===== src/rtl/fpu_pkg.sv =====
// Shared definitions for the FPU issue controller: default parameters,
// add/sub opcode values and the response record stored in the result FIFO.
package fpu_pkg;

    localparam int unsigned FPU_LAT_DEF = 2;
    localparam int unsigned DEPTH_DEF   = 4;

    localparam logic OP_ADD = 1'b0;
    localparam logic OP_SUB = 1'b1;

    // One FPU result with its overflow/underflow flags
    typedef struct packed {
        logic [31:0] s;
        logic        ov;
        logic        un;
    } fpu_rsp_t;

endpackage


===== src/rtl/fpu_rsp_fifo.sv =====
// Result FIFO holding FPU responses until the consumer pops them.
// Ports:
//   clk, rst_n  clock, async active-low reset
//   wr_en       push wr_data this cycle
//   wr_data     response to push
//   rd_en       pop the head this cycle (ignored when empty)
//   rd_data     current head entry
//   count       number of occupied entries (0..DEPTH)
module fpu_rsp_fifo
    import fpu_pkg::*;
#(
    parameter int unsigned DEPTH = DEPTH_DEF
) (
    input  logic                   clk,
    input  logic                   rst_n,
    input  logic                   wr_en,
    input  fpu_rsp_t               wr_data,
    input  logic                   rd_en,
    output fpu_rsp_t               rd_data,
    output logic [$clog2(DEPTH):0] count
);

    localparam int unsigned AW = $clog2(DEPTH);
    localparam int unsigned CW = AW + 1;

    fpu_rsp_t          mem [DEPTH];
    logic [AW-1:0]     wr_ptr;
    logic [AW-1:0]     rd_ptr;
    logic [CW-1:0]     cnt;
    logic              do_rd;
    logic              full;

    assign do_rd   = rd_en && (cnt != '0);
    assign full    = (cnt == CW'(DEPTH));
    assign rd_data = mem[rd_ptr];
    assign count   = cnt;

    // Storage, pointers (wrap naturally at power-of-2 depth) and occupancy
    always_ff @(posedge clk or negedge rst_n) begin
        if (!rst_n) begin
            for (int i = 0; i < int'(DEPTH); i++) begin
                mem[i] <= '0;
            end
            wr_ptr <= '0;
            rd_ptr <= '0;
            cnt    <= '0;
        end else begin
            if (wr_en) begin
                mem[wr_ptr] <= wr_data;
                wr_ptr      <= wr_ptr + AW'(1);
            end
            if (do_rd) begin
                rd_ptr <= rd_ptr + AW'(1);
            end
            case ({wr_en, do_rd})
                2'b10:   cnt <= cnt + CW'(1);
                2'b01:   cnt <= cnt - CW'(1);
                default: cnt <= cnt;
            endcase
        end
    end

    // Credits upstream must make overflow impossible
    a_no_overflow: assert property (@(posedge clk) disable iff (!rst_n)
        !(wr_en && full && !do_rd));

endmodule


===== src/rtl/fpu_issue_ctrl.sv =====
// Issue controller for a fixed-latency add/sub FPU. Registers operands to the
// FPU, tracks in-flight ops with a valid pipe, captures results into an
// in-order FIFO and throttles requests with credits so the FIFO never overflows.
// Ports:
//   i_clk, i_rst_n                        clock, async active-low reset
//   i_req_valid/o_req_ready               request handshake
//   i_req_add_sub, i_req_a, i_req_b       opcode and operands
//   o_fpu_add_sub, o_fpu_a, o_fpu_b       registered operands to the FPU
//   i_fpu_s, i_fpu_ov, i_fpu_un           FPU result and flags
//   o_rsp_valid/i_rsp_ready               response handshake
//   o_rsp_s, o_rsp_ov, o_rsp_un           FIFO head
//   o_sticky_ov, o_sticky_un, i_clr_sticky accumulated flags and clear
//   o_busy                                ops in flight or results buffered
module fpu_issue_ctrl
    import fpu_pkg::*;
#(
    parameter int unsigned NUM_OP  = 1,
    parameter int unsigned FPU_LAT = FPU_LAT_DEF,
    parameter int unsigned DEPTH   = DEPTH_DEF
) (
    input  logic              i_clk,
    input  logic              i_rst_n,
    input  logic              i_req_valid,
    output logic              o_req_ready,
    input  logic [NUM_OP-1:0] i_req_add_sub,
    input  logic [31:0]       i_req_a,
    input  logic [31:0]       i_req_b,
    output logic [NUM_OP-1:0] o_fpu_add_sub,
    output logic [31:0]       o_fpu_a,
    output logic [31:0]       o_fpu_b,
    input  logic [31:0]       i_fpu_s,
    input  logic              i_fpu_ov,
    input  logic              i_fpu_un,
    output logic              o_rsp_valid,
    input  logic              i_rsp_ready,
    output logic [31:0]       o_rsp_s,
    output logic              o_rsp_ov,
    output logic              o_rsp_un,
    output logic              o_sticky_ov,
    output logic              o_sticky_un,
    input  logic              i_clr_sticky,
    output logic              o_busy
);

    localparam int unsigned CRW = $clog2(DEPTH + 1);
    localparam int unsigned CW  = $clog2(DEPTH) + 1;

    logic [FPU_LAT:0] v;
    logic [CRW-1:0]   credit;
    logic [CRW-1:0]   credit_nxt;
    logic             ready_q;
    logic             accept;
    logic             pop;
    logic             fifo_wr;
    logic [CW-1:0]    fifo_count;
    fpu_rsp_t         wr_rsp;
    fpu_rsp_t         head;

    assign accept  = i_req_valid && ready_q;
    assign pop     = o_rsp_valid && i_rsp_ready;
    assign fifo_wr = v[FPU_LAT];
    assign wr_rsp  = '{s: i_fpu_s, ov: i_fpu_ov, un: i_fpu_un};

    // Credit update: accept consumes, pop returns, both together cancel
    always_comb begin
        credit_nxt = credit;
        case ({accept, pop})
            2'b10:   credit_nxt = credit - CRW'(1);
            2'b01:   credit_nxt = credit + CRW'(1);
            default: credit_nxt = credit;
        endcase
    end

    // Ready tracks the registered credit only, so a same-cycle pop cannot raise it
    always_ff @(posedge i_clk or negedge i_rst_n) begin
        if (!i_rst_n) begin
            credit  <= CRW'(DEPTH);
            ready_q <= 1'b1;
        end else begin
            credit  <= credit_nxt;
            ready_q <= (credit_nxt != '0);
        end
    end

    // Operand registers and in-flight valid pipe
    always_ff @(posedge i_clk or negedge i_rst_n) begin
        if (!i_rst_n) begin
            v             <= '0;
            o_fpu_add_sub <= '0;
            o_fpu_a       <= '0;
            o_fpu_b       <= '0;
        end else begin
            v <= {v[FPU_LAT-1:0], accept};
            if (accept) begin
                o_fpu_add_sub <= i_req_add_sub;
                o_fpu_a       <= i_req_a;
                o_fpu_b       <= i_req_b;
            end
        end
    end

    // Sticky flags: a new flag on this write beats a simultaneous clear
    always_ff @(posedge i_clk or negedge i_rst_n) begin
        if (!i_rst_n) begin
            o_sticky_ov <= 1'b0;
            o_sticky_un <= 1'b0;
        end else begin
            o_sticky_ov <= (fifo_wr && i_fpu_ov) || (o_sticky_ov && !i_clr_sticky);
            o_sticky_un <= (fifo_wr && i_fpu_un) || (o_sticky_un && !i_clr_sticky);
        end
    end

    fpu_rsp_fifo #(
        .DEPTH (DEPTH)
    ) u_rsp_fifo (
        .clk     (i_clk),
        .rst_n   (i_rst_n),
        .wr_en   (fifo_wr),
        .wr_data (wr_rsp),
        .rd_en   (pop),
        .rd_data (head),
        .count   (fifo_count)
    );

    assign o_req_ready = ready_q;
    assign o_rsp_valid = (fifo_count != '0);
    assign o_rsp_s     = head.s;
    assign o_rsp_ov    = head.ov;
    assign o_rsp_un    = head.un;
    assign o_busy      = (|v) || (fifo_count != '0);

endmodule


===== config.mk =====
export PLATFORM = sky130hd
export DESIGN_NAME = fpu_issue_ctrl
export DESIGN_NICKNAME = d
export VERILOG_FILES = /design/src/rtl/fpu_pkg.sv /design/src/rtl/fpu_rsp_fifo.sv /design/src/rtl/fpu_issue_ctrl.sv
export SDC_FILE = /design/constraint.sdc
export NUM_CORES = 1
export LEC_CHECK = 0
export CAP_MARGIN = 15
export CELL_PAD_IN_SITES_DETAIL_PLACEMENT = 0
export CELL_PAD_IN_SITES_GLOBAL_PLACEMENT = 1
export CORE_MARGIN = 8
export CORE_UTILIZATION = 43
export DETAILED_ROUTE_END_ITERATION = 16
export PLACE_DENSITY = 0.84
export SETUP_SLACK_MARGIN = 0.05
export SYNTH_ARGS = -nofsm -noshare
export SYNTH_HDL_FRONTEND = slang
export SYNTH_HIERARCHICAL = 1
export SYNTH_SLANG_ARGS = --single-unit

===== constraint.sdc =====
create_clock -name i_clk -period 2.97 [get_ports i_clk]
set_input_delay 0.891 -clock i_clk [delete_from_list [all_inputs] [get_ports i_clk]]
set_output_delay 0.891 -clock i_clk [all_outputs]
set_load 0.01 [all_outputs]

==> impl_metrics.env <==
export IMPL_number_of_global_route_vias_before_repair=6389
export IMPL_drt_drc=0
export IMPL_async_reset_ff_frac=1.00
export IMPL_gpl_final_weighted_congestion=0.762
export IMPL_worstSetupStartpointType="flip-flop"
export IMPL_vias=5387
export IMPL_drt_pass1_iter_count=4
export IMPL_fin_crit_ns=2.87
export IMPL_timing_worst_setup_path_type="flip-flop to primary output"
export IMPL_groute_layer_met2_usage=0.266
export IMPL_ys_top_cells_by_area="sky130_fd_sc_hd__dfrtp_1 55%, sky130_fd_sc_hd__mux2_4 24%, sky130_fd_sc_hd__mux4_2 6.5%"
export IMPL_place_detailed_hpwl_mm=15.2
export IMPL_synth_top_area_frac=0.550
export IMPL_clock_path_buffers=3
export IMPL_clock_root_buffer="sky130_fd_sc_hd__clkbuf_16"
export IMPL_synth_common_cells="215 x sky130_fd_sc_hd__dfrtp_1, 159 x sky130_fd_sc_hd__mux2_4, 43 x sky130_fd_sc_hd__mux2_2, 28 x sky130_fd_sc_hd__mux4_2, 18 x sky130_fd_sc_hd__buf_6"
export IMPL_routed_via_density=5.10
export IMPL_grt_setup_unrepaired="yes"
export IMPL_clkSlewWorstSetupHoldPaths_ns=0.06
export IMPL_start_util=0.434
export IMPL_worst_skew_pair_late_latency_ns=0.51
export IMPL_chipHeight_um=167
export IMPL_worstMarginPinSlew_ns=0.794
export IMPL_vdd_drop_max_uv=467
export IMPL_crit_path_start="u_rsp_fifo/rd_ptr[0]"
export IMPL_final_area_mm2=0.0129
export IMPL_yosys_warns=6
export IMPL_synth_top_cell_by_area="sky130_fd_sc_hd__dfrtp_1"
export IMPL_synth_edf_count=0
export IMPL_wire_per_inst_um=21.7
export IMPL_gr_max_usage_layer="met2"
export IMPL_timing_slew_headroom=0.471
export IMPL_postRouteWirelength_mm=23.0
export IMPL_worst_path_required_time_ns=2.08
export IMPL_cts_sink_count=217
export IMPL_number_of_synthesized_register_bits=217
export IMPL_status="finished, final reports clean"
export IMPL_hold_viol_final=0
export IMPL_fin_clk_skew_ns=0.0137
export IMPL_num_antenna_cells=0
export IMPL_design_die_area_mm2=0.0278
export IMPL_yosysMostFrequentCell="sky130_fd_sc_hd__dfrtp_1"
export IMPL_synth_cell_type_count=28
export IMPL_syn_avg_cell_area_um2=18.4
export IMPL_grt_start_max_net_pins=67
export IMPL_fin_setup_tns_ns=0
export IMPL_ys_seq_area_frac=0.556
export IMPL_finalCritPeriodShare=0.965
export IMPL_tritoncts_clock_tree="built"
export IMPL_dieWidth_um=167
export IMPL_min_path_type="primary input to asynchronous set/reset pin"
export IMPL_timing_critical_path_arrival_ns=1.97
export IMPL_synthesis_area_mm2=0.00978
export IMPL_post_dp_cell_area_mm2=0.0121
export IMPL_core_area_mm2=0.0225
export IMPL_cp_max_fo=11
export IMPL_row_count=55
export IMPL_ys_flop_type="sky130_fd_sc_hd__dfrtp_1"
export IMPL_layout_drive_gt1_share=0.415
export IMPL_grt_use_total=0.164
export IMPL_cp_cell_sequence="buf_12 > mux4_1 > dlygate4sd2_1"
export IMPL_power_leakage_nw=5.97
export IMPL_synthesis_instances=530
export IMPL_port_buffer_count=207
export IMPL_maxSlewViolCount=0
export IMPL_timing_fmax_ghz=0.349
export IMPL_grt_pass1_wl_mm=36.7
export IMPL_design_final_nets=865
export IMPL_slowest_delay_ns=0.57
export IMPL_drtAntennaViolNets=0
export IMPL_cts_buffers_inserted=25
export IMPL_grt_antenna_before_repair=0
export IMPL_grt_met3_use=0.0688
export IMPL_n_fill_cell=1718
export IMPL_power_density_mw_per_mm2=1090
export IMPL_critical_path_slowest_cell="sky130_fd_sc_hd__mux4_1"
export IMPL_gr_layer_usage_met1=0.203
export IMPL_layout_area_overhead_vs_synth_pct=31.5
export IMPL_boundaryPins=208
export IMPL_grt_ovfl_total=0
export IMPL_cts_htree_levels=1
export IMPL_worstSetupEndpointType="primary output"
export IMPL_report_final_setup_viol=0
export IMPL_reg2reg_from="u_rsp_fifo/count[0]"
export IMPL_synth_nets=642
export IMPL_max_cap_violations=0
export IMPL_initialDrtViolationCount=208
[cell type report]
cell class	instances	area [um^2]	share of cell area
multi-input cells	275	4000	0.311
repair buffers	224	2180	0.169
flip-flops and latches	217	5440	0.423
clock buffers	38	774	0.0602
clock inverters	8	71.3	0.00555
inverters	10	38.8	0.00302
well taps	285	357	0.0277
[layout by cell type, fill, tap and decap left out, drive strengths merged]
| master | Yosys | layout |
|---|---|---|
| dfrtp | 215 | 215 |
| mux2 | 202 | 202 |
| clkdlybuf4s50 | 0 | 171 |
| clkbuf | 0 | 42 |
| mux4 | 34 | 34 |
| buf | 28 | 29 |
| dlygate4sd2 | 0 | 20 |
| inv | 10 | 10 |
| nand2 | 8 | 8 |
| clkinv | 0 | 6 |
| ha | 6 | 6 |
| o21ai | 5 | 5 |
| xor2 | 5 | 5 |
| xnor2 | 3 | 3 |
| nor2 | 2 | 2 |
| fa | 2 | 2 |
| dfstp | 2 | 2 |
| and2 | 2 | 2 |
| or3 | 1 | 1 |
| or4 | 1 | 1 |
| or2 | 1 | 1 |
| o211ai | 1 | 1 |
| bufinv | 0 | 1 |
| clkinvlp | 0 | 1 |
| o31a | 1 | 1 |
| mux2i | 1 | 1 |
[routing by layer]
metal,wire length [um],vias to the layer above
met5,0,-
met4,358,0
met3,2110,25
met2,10700,202
met1,9750,2795
li1,-,2365
[state kept, by name, summed over array words and instances, names as in the netlist, 2 cells and up]
| name | count |
|---|---|
| u_rsp_fifo/wr_ptr | 2 |
| o_fpu_a | 32 |
| credit | 3 |
| u_rsp_fifo/mem | 136 |
| o_fpu_b | 32 |
| v | 3 |
| u_rsp_fifo/rd_ptr | 2 |
| u_rsp_fifo/count | 3 |
[where the power goes]
group	total (mW)	switching (mW)	leakage, nW	internal (mW)
Sequential	5.01	0.758	2.53	4.25
Combinational	5.90	2.19	3.02	3.71
Clock	3.09	1.21	0.422	1.88
Total	14.0	4.15	5.97	9.84
[per-stage QoR]
stage | hold WS [ns] | util | cells | power, mW | setup slack [ns]
2_1_floorplan | 0.347 | - | 530 | 8.90 | 0.401
3_3_place_gp | 0.355 | 0.536 | 1006 | 11.1 | 0.160
3_5_place_dp | 0.367 | 0.536 | 1006 | 11.3 | 0.0929
4_1_cts | 0.380 | 0.573 | 1058 | 14.3 | -0.00714
5_1_grt | 0.387 | 0.571 | 1057 | 14.7 | 0.0272
6_report | 0.372 | 0.571 | 1057 | 14.0 | 0.104
[logic make-up (layout without fill, tap and decap cells)]
| logic type | Yosys count | in the layout | synth area share |
|---|---|---|---|
| flops | 217 | 217 | 0.556 |
| fa+ha+maj | 8 | 8 | 0.0118 |
| mux | 237 | 237 | 0.375 |
| xor+xnor | 8 | 8 | 0.00717 |
| buf+inv | 38 | 280 | 0.0346 |
| compound gates | 7 | 7 | 0.00422 |
| simple gates | 15 | 15 | 0.0111 |
[what timing repair did]
action / CTS / global route
cloned: 1 / 0
endpoints found under the setup margin: 35 / 18
gates resized for setup: 75 / 4
hold buffers: 0 / 0
buffers inserted: 5 / 0
[worst max-delay path, delay by kind of cell, from the launching register on]
family	cells	cell delay (ns)
muxes	1	0.57
DFF	1	0.41
buffers and inverters	2	0.48
[path summary, 6_finish.rpt]
path | cells past startpoint | slack, ns | endpoint
min in group i_clk | 0 | 0.38 | v[2]
max in group asynchronous | 2 | 1.86 | o_fpu_b[31]
setup reg to reg | 8 | 0.66 | o_req_ready
hold reg to reg | 0 | 0.38 | v[2]
setup / recovery | 3 | 0.10 | o_rsp_un
hold / removal | 1 | 0.37 | o_fpu_a[21]
Power figures use the tool's default switching activity.
